File: src/rtl/rv_regfile_if.sv
`default_nettype none
// ============================================================================
// Module      : rv_regfile_if
// Description : Write/read bus bundle between the RV523 datapath and its
//               integer register file.
// Revision    : 1.0 - initial release
// ============================================================================
interface rv_regfile_if #(
    parameter int XLEN = 32,
    parameter int AW   = 5
);
    logic            we;
    logic [AW-1:0]   waddr;
    logic [XLEN-1:0] wdata;
    logic [AW-1:0]   raddr1;
    logic [XLEN-1:0] rdata1;
    logic [AW-1:0]   raddr2;
    logic [XLEN-1:0] rdata2;
    logic            wr_err;

    modport master (
        output we, waddr, wdata, raddr1, raddr2,
        input  rdata1, rdata2, wr_err
    );

    modport slave (
        input  we, waddr, wdata, raddr1, raddr2,
        output rdata1, rdata2, wr_err
    );
endinterface
`default_nettype wire

File: src/rtl/rv_regfile.sv
`default_nettype none
// ============================================================================
// Module      : rv_regfile
// Description : RV523 integer register file, 2 combinational read ports,
//               1 synchronous write port, x0 hardwired to zero.
//               Optional write-to-read forwarding: RV523_REGFILE_BYPASS_EN.
// Revision    : 1.0 - initial release
// ============================================================================
module rv_regfile #(
    parameter int XLEN  = 32,
    parameter int NREGS = 32,
    parameter int AW    = 5
) (
    input  logic        clk,
    input  logic        rst_n,
    rv_regfile_if.slave bus
);

    localparam int          c_nleaf = 2 ** AW;
    // One extra bit so NREGS == 2**AW is representable in the compare.
    localparam logic [AW:0] c_nregs = (AW + 1)'(NREGS);

    logic [XLEN-1:0]         r_regs [1:NREGS-1];
    logic                    r_wr_err;
    logic                    w_wr_oor;
    logic                    w_wr_ok;
    logic [c_nleaf*XLEN-1:0] w_leaves;
    logic [XLEN-1:0]         w_rd1;
    logic [XLEN-1:0]         w_rd2;

    assign w_wr_oor = ({1'b0, bus.waddr} >= c_nregs);
    assign w_wr_ok  = bus.we && (bus.waddr != '0) && !w_wr_oor;

    always_ff @(posedge clk or negedge rst_n) begin
        if (!rst_n) begin
            for (int i = 1; i < NREGS; i++) begin
                r_regs[i] <= '0;
            end
        end else begin
            for (int i = 1; i < NREGS; i++) begin
                if (w_wr_ok && (bus.waddr == AW'(i))) begin
                    r_regs[i] <= bus.wdata;
                end
            end
        end
    end

    always_ff @(posedge clk or negedge rst_n) begin
        if (!rst_n) begin
            r_wr_err <= 1'b0;
        end else if (bus.we) begin
            r_wr_err <= w_wr_oor;
        end
    end

    assign bus.wr_err = r_wr_err;

    // Leaves of the read tree: x0 and indices beyond NREGS read as zero.
    for (genvar i = 0; i < c_nleaf; i++) begin : g_leaf
        if ((i >= 1) && (i < NREGS)) begin : g_live
            assign w_leaves[i*XLEN +: XLEN] = r_regs[i];
        end else begin : g_zero
            assign w_leaves[i*XLEN +: XLEN] = '0;
        end
    end

    // 2:1 mux as AOI22 followed by an inverter.
    function automatic logic [XLEN-1:0] f_mux2(
        input logic [XLEN-1:0] lo,
        input logic [XLEN-1:0] hi,
        input logic            sel
    );
        logic [XLEN-1:0] aoi;
        aoi = ~((hi & {XLEN{sel}}) | (lo & {XLEN{~sel}}));
        return ~aoi;
    endfunction

    // Binary mux tree, one level per address bit starting from the LSB.
    function automatic logic [XLEN-1:0] f_tree(
        input logic [c_nleaf*XLEN-1:0] leaves,
        input logic [AW-1:0]           sel
    );
        logic [XLEN-1:0] v [c_nleaf];
        for (int i = 0; i < c_nleaf; i++) begin
            v[i] = leaves[i*XLEN +: XLEN];
        end
        for (int d = 0; d < AW; d++) begin
            for (int j = 0; j < (c_nleaf >> (d + 1)); j++) begin
                v[j] = f_mux2(v[2*j], v[2*j+1], sel[d]);
            end
        end
        return v[0];
    endfunction

    assign w_rd1 = f_tree(w_leaves, bus.raddr1);
    assign w_rd2 = f_tree(w_leaves, bus.raddr2);

`ifdef RV523_REGFILE_BYPASS_EN
    logic w_fwd1;
    logic w_fwd2;

    assign w_fwd1     = w_wr_ok && (bus.raddr1 == bus.waddr);
    assign w_fwd2     = w_wr_ok && (bus.raddr2 == bus.waddr);
    assign bus.rdata1 = f_mux2(w_rd1, bus.wdata, w_fwd1);
    assign bus.rdata2 = f_mux2(w_rd2, bus.wdata, w_fwd2);
`else
    assign bus.rdata1 = w_rd1;
    assign bus.rdata2 = w_rd2;
`endif

`ifndef SYNTHESIS
    if ((XLEN < 4) || (XLEN > 32) || ((NREGS != 16) && (NREGS != 32)) ||
        ((2 ** AW) < NREGS)) begin : g_param_chk
        $error("rv_regfile: illegal XLEN/NREGS/AW combination");
    end

    always_ff @(posedge clk) begin
        if (rst_n) begin
            assert (!$isunknown({bus.we, bus.waddr}))
                else $error("rv_regfile: X on we/waddr out of reset");
        end
    end
`endif

endmodule
`default_nettype wire

File: src/flat_wrapper.sv
// flat-port wrapper written by rule: the top's interface ports become plain ports
module rv_regfile_flat 
#(
    parameter int XLEN  = 32,
    parameter int NREGS = 32,
    parameter int AW    = 5
)
  (clk, rst_n, bus_we, bus_waddr, bus_wdata, bus_raddr1, bus_raddr2, bus_rdata1, bus_rdata2, bus_wr_err);
  rv_regfile_if #(.XLEN(XLEN), .AW(AW)) bus_i ();
  input  logic clk;
  input  logic rst_n;
  input wire logic [$bits(bus_i.we)-1:0] bus_we;
  input wire logic [$bits(bus_i.waddr)-1:0] bus_waddr;
  input wire logic [$bits(bus_i.wdata)-1:0] bus_wdata;
  input wire logic [$bits(bus_i.raddr1)-1:0] bus_raddr1;
  input wire logic [$bits(bus_i.raddr2)-1:0] bus_raddr2;
  output wire logic [$bits(bus_i.rdata1)-1:0] bus_rdata1;
  output wire logic [$bits(bus_i.rdata2)-1:0] bus_rdata2;
  output wire logic [$bits(bus_i.wr_err)-1:0] bus_wr_err;
  assign bus_i.we = bus_we;
  assign bus_i.waddr = bus_waddr;
  assign bus_i.wdata = bus_wdata;
  assign bus_i.raddr1 = bus_raddr1;
  assign bus_i.raddr2 = bus_raddr2;
  assign bus_rdata1 = bus_i.rdata1;
  assign bus_rdata2 = bus_i.rdata2;
  assign bus_wr_err = bus_i.wr_err;
  rv_regfile #(.XLEN(XLEN), .NREGS(NREGS), .AW(AW)) u_core (.clk(clk), .rst_n(rst_n), .bus(bus_i));
endmodule
File: config.mk
export PLATFORM = sky130hd
export DESIGN_NAME = rv_regfile_flat
export DESIGN_NICKNAME = d
export VERILOG_FILES = /design/src/rtl/rv_regfile_if.sv /design/src/rtl/rv_regfile.sv /design/src/flat_wrapper.sv
export SDC_FILE = /design/constraint.sdc
export NUM_CORES = 2
export LEC_CHECK = 0
export ABC_AREA = 1
export BUFFER_PORTS_ARGS = -buffer_cell sky130_fd_sc_hd__buf_2
export CELL_PAD_IN_SITES_DETAIL_PLACEMENT = 1
export CELL_PAD_IN_SITES_GLOBAL_PLACEMENT = 2
export CORE_ASPECT_RATIO = 1.5
export CORE_MARGIN = 1
export CORE_UTILIZATION = 39
export CTS_BUF_LIST = sky130_fd_sc_hd__clkbuf_8 sky130_fd_sc_hd__clkbuf_16
export DETAILED_ROUTE_END_ITERATION = 16
export PLACE_DENSITY_LB_ADDON = 0.05
export SETUP_SLACK_MARGIN = 0.4
export SYNTH_ARGS = -nofsm -noshare
export SYNTH_HDL_FRONTEND = slang
export SYNTH_SLANG_ARGS = --single-unit
File: constraint.sdc
create_clock -name clk -period 2.3 [get_ports clk]
set_input_delay 0.345 -clock clk [delete_from_list [all_inputs] [get_ports clk]]
set_output_delay 0.345 -clock clk [all_outputs]
set_load 0.05 [all_outputs]
==> reports/results.tsv <==
metric	value	unit
status	finished, violations left	
failing checks	negative setup slack	
CTS H-tree lvls	3	
Setup crit end kind	output pin	
Critical Path Start	u_core.r_regs[641]$_DFFE_PN0P_	
Reg2Reg Setup Slack	1370	ps
Critical Path End	bus_rdata2[1]	
Max clock buf depth	3	
Tot GR Track Use	35.7	%
Post-synth EDFFs	0	
io pins	115	
synth top area cells	dfrtp_1 (44%), nand2_1 (19%), nand3_1 (14%), o21ai_0 (6.0%), inv_1 (4.9%)	
clk sink count	992	
Antenna Nets Post-Route	0	
VDD IR-drop max	609	uV
worst slack at placement	-12.0	ps
Syn Nets	8367	
global-route wire length before repair	394000	um
Crit Path Category	flop to output pin	
skew final	0	ps
Avg WL per Cell	25.5	um
layout cell share with drive strength beyond 1	23.0	%
row count	171	
design area	71800	um^2
initial antenna violation count	14	
Total Neg Setup Slack	-194	ps
Syn Inst Count	8317	
biggest regs	u_core.r_regs (992)	
max_slew headroom	50.0	%
placed standard-cell area	62400	um^2
DP Cell Count	10000	
die area	147000	um^2
Final Hold Viols	0	
vias	59300	
vias in the first global route	61000	
Reg2Reg Depth	4	
final setup margin	-28.3	ps
Die Y	469	um
NumNets Final	8521	
Final Routed Wirelength	267000	um
Worst Max-Slew Pin Slew	750	ps
r2r endpoint	u_core.r_regs[712]$_DFFE_PN0P_	
DP HPWL	161000	um
drt via density	5.67	
DRC	0	
root buffer cell	clkbuf_16	
Period minus WS final	2330	ps
max reg flops	992	
final setup vio count	11	
largest net degree at the start of global routing	97	
share of the synthesized area in the top cell type	43.8	%
fin. max-slew vios	0	
Period Utilization, post-route	101	%
Clock transition at path regs	70	ps
TritonCTS Buffers	108	
CTS tree	done	
Hold Path Class	input port to asynchronous set/reset pin	
Skew-Pair Late Insertion Delay	750	ps
Mapped Area	56700	um^2
Non-Filler Instances	10500	
synthesis warning total	0	
initial drt markers	4529	
PD cells	799	nW/um^2
Biggest register	u_core.r_regs	
initial core utilization	39.2	%
Critical Path RT	1960	ps
Buffers on Ports	113	
asr flop ratio synth	100	%
Max Freq	429	MHz
Critical Path Fanout Max	2	
drt first pass iters	8	
Leak	35.0	nW
Seq/Total Area, Yosys	43.8	%
Remaining Overflow, GRT	0	
Core Footprint	145000	um^2
max cap viols	0	
cell taking the most area after synthesis	dfrtp_1	
synthesis-stage register bit count	992	
leading register cell type out of synthesis	dfrtp_1	
die extent in x	313	um
Worst R2R Start	u_core.r_regs[712]$_DFFE_PN0P_	
gpl congestion	0.888	
syn avg cell area	6.82	um^2
area growth from synthesis to layout	26.6	%
CP Data Arrival Time	1980	ps
Worst setup SP type	flop	
Yosys cell types	25	
RSZ-0062 raised after global routing	yes	
==> logic make-up (layout without fill, tap and decap cells) <==
family          after synthesis  in the layout  share of synthesized area [%]
flops                       992            992                           43.8
simple gates               4632           4632                           34.4
compound gates             1249           1249                           11.0
buf+inv                    1443           1688                           10.8
other cells                   1              6                        0.00661
==> layout make-up <==
cell class	count	area (um^2)
Antenna cell	5	12.5
Tap cell	1903	2380
Clock buffer	141	3210
Multi-Input combinational cell	5882	29300
Timing Repair Buffer	735	8530
Inverter	752	2870
Sequential cell	992	24800
Clock inverter	60	676
Fill cell	17900	72800
==> critical path: stages, from the launching register on <==
cell and delay [ps]:
dfrtp_1 350, inv_1 60, nand2_1 90, nand3_2 110, nand3_2 110, nand3_2 100
nand2_2 110, nand2_4 70, nand2_2 90, buf_8 140
==> report_power, final <==
| part | internal [W] | switching, W |
|---|---|---|
| combinational | 0.00571 | 0.00915 |
| sequential | 0.0207 | 0.00237 |
| clock | 0.0114 | 0.00798 |
==> layer usage <==
layer | GRT usage (%) | share of wire (%) | vias up
met3 | 4.17 | 5.3 | 638
met5 | 0 | 0.013 | -
li1 | - | - | 26900
met4 | 16.1 | 5.0 | 6
met1 | 44.8 | 41 | 29900
met2 | 61.3 | 48 | 1878
==> stage by stage <==
| stage | power (W) | utilization (%) | hold slack [ps] |
|---|---|---|---|
| CTS | 0.0561 | 47.3 | 58.4 |
| detailed placement | 0.0357 | 43.1 | 259 |
| floorplan | 0.0308 | - | 49.4 |
| global route | 0.0602 | 49.6 | 96.6 |
| finish | 0.0574 | 49.7 | 89.6 |
| global placement | 0.0352 | 43.1 | 263 |
==> synth_stat cells, types with 5 or more instances <==
cell and instances:
clkbuf_1 370, nor2_4 8, nand2_1 2919, dfrtp_1 992, o21ai_1 309, buf_4 47
inv_1 746, nor2_1 132, o21ai_0 681, nand2_2 19, nand2_4 9, inv_2 5
a21oi_1 256, nand3_1 1536, buf_1 42, buf_2 196, buf_6 35, nor2_2 6
==> cell usage in the layout, fill, tap and decap left out, types with 203 or more instances in the layout <==
cell type / Yosys / layout
inv_2: 5 / 288
buf_4: 47 / 405
dfrtp_1: 992 / 992
buf_12: 1 / 203
o21ai_0: 681 / 681
a21oi_1: 256 / 212
nand3_1: 1536 / 1059
o21ai_1: 309 / 309
inv_1: 746 / 472
nand3_2: 0 / 469
nand2_1: 2919 / 2703
==> how the worst min path moves through the flow <==
stage	cells after the start	slack, ps	to
2_1_floorplan	0	50	u_core.r_regs[0]$_DFFE_PN0P_
5_1_grt	2	100	u_core.r_regs[331]$_DFFE_PN0P_
3_5_place_dp	1	260	u_core.r_regs[459]$_DFFE_PN0P_
3_3_place_gp	1	260	u_core.r_regs[331]$_DFFE_PN0P_
4_1_cts	2	60	u_core.r_regs[11]$_DFFE_PN0P_
6_report	2	90	u_core.r_regs[331]$_DFFE_PN0P_
==> repair_timing <==
item / CTS / global route
setup buffers: 43 / 145
setup endpoints to repair: 64 / 64
hold buffers: 33 / 0
cloned: 0 / 5
resized for setup: 446 / 686
hold endpoints to repair: 495 / 0
pin swaps: 259 / 337
No activity file was read; power rests on OpenSTA's default activity.
